==> config.mk <==
export PLATFORM = sky130hd
export DESIGN_NAME = datapath_core
export DESIGN_NICKNAME = d
export VERILOG_FILES = /design/src/rtl/datapath_core.sv
export SDC_FILE = /design/constraint.sdc
export NUM_CORES = 1
export LEC_CHECK = 0
export ABC_AREA = 1
export BUFFER_PORTS_ARGS = -buffer_cell sky130_fd_sc_hd__buf_2
export CAP_MARGIN = 40
export CORE_MARGIN = 1.5
export CORE_UTILIZATION = 55
export CTS_CLUSTER_SIZE = 25
export DETAILED_ROUTE_END_ITERATION = 8
export PLACE_DENSITY = 0.73
export SYNTH_ARGS = -nofsm -noshare
export SYNTH_HDL_FRONTEND = slang
export SYNTH_SLANG_ARGS = --single-unit
==> constraint.sdc <==
create_clock -name clk -period 6.85 [get_ports clk]
set_input_delay 0.3425 -clock clk [delete_from_list [all_inputs] [get_ports clk]]
set_output_delay 0.3425 -clock clk [all_outputs]
set_load 0.02 [all_outputs]
==> src/rtl/datapath_core.sv <==
// Execution datapath: register file, operand muxes, 3-bit ALU, flag register
// and memory address/data output registers driven by the sequencer control word.
module datapath_core #(
    parameter int M = 3,
    parameter int N = 16
) (
    input  logic         clk,
    input  logic         rst,
    input  logic [N-1:0] din,
    input  logic [N-1:0] offset,
    input  logic [M-1:0] waddr,
    input  logic [M-1:0] ra,
    input  logic [M-1:0] rb,
    input  logic [2:0]   op,
    input  logic         write,
    input  logic         reada,
    input  logic         readb,
    input  logic         ie,
    input  logic         mov_sel,
    input  logic         bypassa,
    input  logic         bypassb,
    input  logic         en,
    input  logic         oe,
    input  logic         addr_en,
    input  logic         data_en,
    input  logic         rw,
    output logic [N-1:0] dout,
    output logic [N-1:0] addr_out,
    output logic [N-1:0] data_out,
    output logic         mem_rw,
    output logic         o_flag,
    output logic         z_flag,
    output logic         n_flag
);

    localparam int unsigned DEPTH = 2 ** M;

    typedef enum logic [2:0] {
        OP_ADD = 3'b000,
        OP_SUB = 3'b001,
        OP_AND = 3'b010,
        OP_OR  = 3'b011,
        OP_XOR = 3'b100,
        OP_NOT = 3'b101,
        OP_MOV = 3'b110,
        OP_INC = 3'b111
    } alu_op_e;

    logic [N-1:0] rf [DEPTH];
    logic [N-1:0] port_a, port_b;
    logic [N-1:0] a, b, y, wdata;
    logic [N-1:0] y_reg;
    logic         ovf;
    alu_op_e      alu_op;

    assign alu_op = alu_op_e'(op);
    assign port_a = reada ? rf[ra] : '0;
    assign port_b = readb ? rf[rb] : '0;
    assign a      = bypassa ? offset : port_a;
    assign b      = bypassb ? offset : port_b;

    always_comb begin
        y   = '0;
        ovf = 1'b0;
        case (alu_op)
            OP_ADD: begin
                y   = a + b;
                ovf = (a[N-1] == b[N-1]) && (y[N-1] != a[N-1]);
            end
            OP_SUB: begin
                y   = a - b;
                ovf = (a[N-1] != b[N-1]) && (y[N-1] != a[N-1]);
            end
            OP_AND: y = a & b;
            OP_OR:  y = a | b;
            OP_XOR: y = a ^ b;
            OP_NOT: y = ~a;
            OP_MOV: y = a;
            OP_INC: begin
                y   = a + N'(1);
                ovf = !a[N-1] && y[N-1];
            end
            default: ;
        endcase
    end

    always_comb begin
        wdata = y;
        if (ie)
            wdata = din;
        else if (mov_sel)
            wdata = offset;
    end

    // Reads are combinational off the current array contents, so a same-cycle
    // write to the read address is only seen from the next cycle on.
    always_ff @(posedge clk or posedge rst) begin
        if (rst) begin
            for (int unsigned i = 0; i < DEPTH; i++)
                rf[i] <= '0;
        end else if (write) begin
            rf[waddr] <= wdata;
        end
    end

    always_ff @(posedge clk or posedge rst) begin
        if (rst) begin
            y_reg    <= '0;
            o_flag   <= 1'b0;
            z_flag   <= 1'b0;
            n_flag   <= 1'b0;
            addr_out <= '0;
            mem_rw   <= 1'b1;
            data_out <= '0;
        end else begin
            if (en) begin
                y_reg  <= y;
                z_flag <= (y == '0);
                n_flag <= y[N-1];
                o_flag <= ovf;
            end
            if (addr_en) begin
                addr_out <= y;
                mem_rw   <= rw;
            end
            if (data_en)
                data_out <= rf[rb];
        end
    end

    assign dout = oe ? y_reg : '0;

endmodule

==> metrics.md <==
| Metric | Value |
|---|---|
| RSZ-0062 raised after global routing | `no` |
| Ys flop type | `dfrtp_1` |
| FF+latch count, synth | `179` |
| CTS root buffer | `clkbuf_16` |
| Leakage power | `7.37 nW` |
| VDD IR-drop max | `175 µV` |
| FFs w/ async S/R, synth | `1.00` |
| Fin Setup TNS | `0 ns` |
| Data arrival time of the worst path | `5.04 ns` |
| Via count | `13,800` |
| Synth area leader | `dfrtp_1` |
| Die Wd | `157 µm` |
| Register area share after synthesis | `0.344` |
| Initial core utilization | `0.558` |
| Mux cell area share after synthesis | `0` |
| Count leader, synth | `nand2_1` |
| Switching Fraction | `0.397` |
| N_diodes | `0` |
| First-pass DRT Iterations | `6` |
| Fmax | `0.215 GHz` |
| Hold Startpoint | `rw` |
| WL final | `45,100 µm` |
| Floorplan core area | `0.0233 mm²` |
| Reg area | `0.00448 mm²` |
| CP startpoint kind | `primary input` |
| Final hold vios | `0` |
| FF-to-FF Start | `rf[108]` |
| Mapped Area | `0.0130 mm²` |
| Initial antenna violation count | `0` |
| GP Congestion | `1.00` |
| Clock Skew | `0.0182 ns` |
| Post-CTS Setup Repair Bufs | `0` |
| Die ar. | `0.0246 mm²` |
| Outcome | `finished, final reports clean` |
| Met3 usage | `0.0383` |
| Post-synthesis net count | `2,089` |
| Largest fanout on the critical path | `50` |
| Max-slew violation count | `0` |
| Clk_lat worst skew | `0.45 ns` |
| Internal | `2.16 mW` |
| Multi-input combinational cell area | `0.00711 mm²` |
| Library cells used by synthesis | `49` |
| Slew headroom | `0.346` |
| Clock-pin transition on the worst setup and hold timing paths | `0.08 ns` |
| TritonCTS clock tree | `done` |
| Beginning of the critical path | `rb[0]` |
| First-pass GRT wire length | `69,100 µm` |
| Total CTS buffers | `17` |
| GR peak layer | `met2` |
| Adder-Cell Fraction of Synth Area | `0.0501` |
| Routed Antenna Nets | `0` |
| Net Sw Power | `1.42 mW` |
| Met2 Use GR | `0.561` |
| Internal reg-to-reg setup slack | `2.68 ns` |
| Number of global-route vias before repair | `12,200` |
| Die height | `157 µm` |
| Area Growth Syn to Fin | `10.2%` |
| Post-DP HPWL | `31,700 µm` |
| Post-route DRC | `0` |
| Initial DRC Count | `1,701` |
| Setup violators final | `0` |
| Number of max-cap violations | `0` |
| Nets | `2,137` |
| Final worst path period share | `0.680` |
| Non-Filler Instances | `2,360` |
| Share of layout cells above drive strength 1 | `0.112` |
| Placed cell count | `2,327` |
| Max FFs per register | `128` |
| Vias per inst | `5.83` |
| Critical Path End Type | `register` |
| Htree depth | `4` |
| Period minus WS final | `4.66 ns` |
| Post-layout util | `0.615` |
| Num ports | `110` |
| Top flop regs | `rf x128, addr_out x16, data_out x16` |
| Clock power share | `0.288` |
| Pwr Density | `250 mW/mm²` |
| Register share of total power | `0.386` |
| FP Rows | `56` |
| Syn Area/Cell | `6.58 µm²` |
| Comb power frac | `0.326` |
| Worst-Margin Slew | `0.980 ns` |
| Port buffer count | `109` |
| Clk buf depth | `2` |
| EDFF count, synth | `0` |
| Most flop-heavy register | `rf` |
| Synth top area share | `0.342` |
| Hold WC Path Type | `primary input to register` |
| Crit path kind | `primary input to register` |
| Largest net degree at the start of global routing | `74` |
| # clock sinks | `179` |
| Global route overflow | `0` |
| Critical Path RT | `7.24 ns` |
| Yosys Warn Count | `0` |
| Fillers | `2,228` |
| XOR/XNOR Fraction of Synth Area | `0.00740` |
| Compound-cell area share of the yosys netlist | `0.178` |
| Largest family of logic cells by synthesized area | `simple AND/OR/NAND/NOR gates` |
| Synth top area cells | `dfrtp_1 34%, nand2_1 18%, inv_1 7.3%` |
| Simple-Gate Fraction of Synth Area | `0.308` |
| Mapped Cells | `1,980` |
| GRT met1 Usage | `0.538` |
| Total GRT Usage | `0.370` |
| Routed len/inst | `19.1 µm` |
| Post-synth top cells | `612 x nand2_1, 254 x inv_1, 189 x o21ai_0` |
-- critical path, stage by stage --
cell and delay [ns]:
buf_2 0.61, inv_1 0.08, buf_4 0.33, nor2_1 0.17
o21ai_0 0.12, o21ai_0 0.46, o22ai_1 0.20, ha_1 0.49
inv_1 0.26, o21ai_0 0.21, a21oi_1 0.17, nor2_1 0.06
a211oi_1 0.23, nand2_1 0.14, xor2_1 0.16, o311ai_0 0.79
nand2_1 0.12, nand2_1 0.09
-- per-layer routing --
layer | wire (µm) | share of wire | vias to the layer above
li1 | - | - | 6488
met1 | 19600 | 0.43 | 6352
met2 | 19600 | 0.43 | 827
met3 | 4290 | 0.095 | 98
met4 | 1640 | 0.036 | 0
met5 | 0 | 0 | -
-- final cells by class --
type                    instances  area share
repair buffers                130      0.0536
clock inverters                14      0.0129
well taps                     319      0.0278
inverters                     261      0.0686
clock buffers                  18      0.0299
multi-input cells            1439       0.495
flip-flops and latches        179       0.312
-- layout by cell type (no fill, tap or decap), types with 17 or more instances in the layout --
cell type    n
o21ai_1     56
o211ai_1    21
nand3_1    176
clkbuf_16   17
ha_1        49
inv_1      253
o21ai_0    189
a21oi_1    105
dfrtp_1    178
nor2_1      91
buf_2      109
o22ai_1     21
nand2_1    612
-- logic make-up (layout without fill, tap and decap cells) --
logic type      Yosys count  in the layout
simple gates            952            952
compound gates          425            425
buf+inv                 362            423
flops                   179            179
fa+ha+maj                51             51
xor+xnor                 11             11
-- metrics by stage --
stage	hold WS, ns	worst slack (ns)	total power, mW	area [µm²]
floorplan	0.439	1.65	2.18	13000
global placement	0.451	1.87	2.50	13600
detailed placement	0.359	1.87	2.53	13700
CTS	0.0980	2.30	3.56	14400
global route	0.0950	1.86	3.78	14400
finish	0.100	2.19	3.58	14400
-- worst paths after layout --
kind | endpoint | depth (start not counted)
min in group asynchronous | rf[38] | 3
setup / recovery | o_flag | 18
hold / removal | mem_rw | 3
hold reg to reg | mem_rw | 2
max in group asynchronous | mem_rw | 5
setup reg to reg | o_flag | 17
-- power by group through the flow --
| stage | Clock [mW] | Combinational (mW) | Sequential, mW |
|---|---|---|---|
| 2_1_floorplan | 0 | 0.768 | 1.41 |
| 3_3_place_gp | 0 | 1.11 | 1.39 |
| 3_5_place_dp | 0 | 1.14 | 1.40 |
| 4_1_cts | 1.04 | 1.15 | 1.38 |
| 5_1_grt | 1.08 | 1.29 | 1.40 |
| 6_report | 1.03 | 1.17 | 1.38 |
-- repair_timing --
item | CTS | global route
hold buffers | 1 | 0
gates resized for setup | 0 | 0
endpoints found under the hold margin | 34 | 0
(Power assumes the default switching activity.)
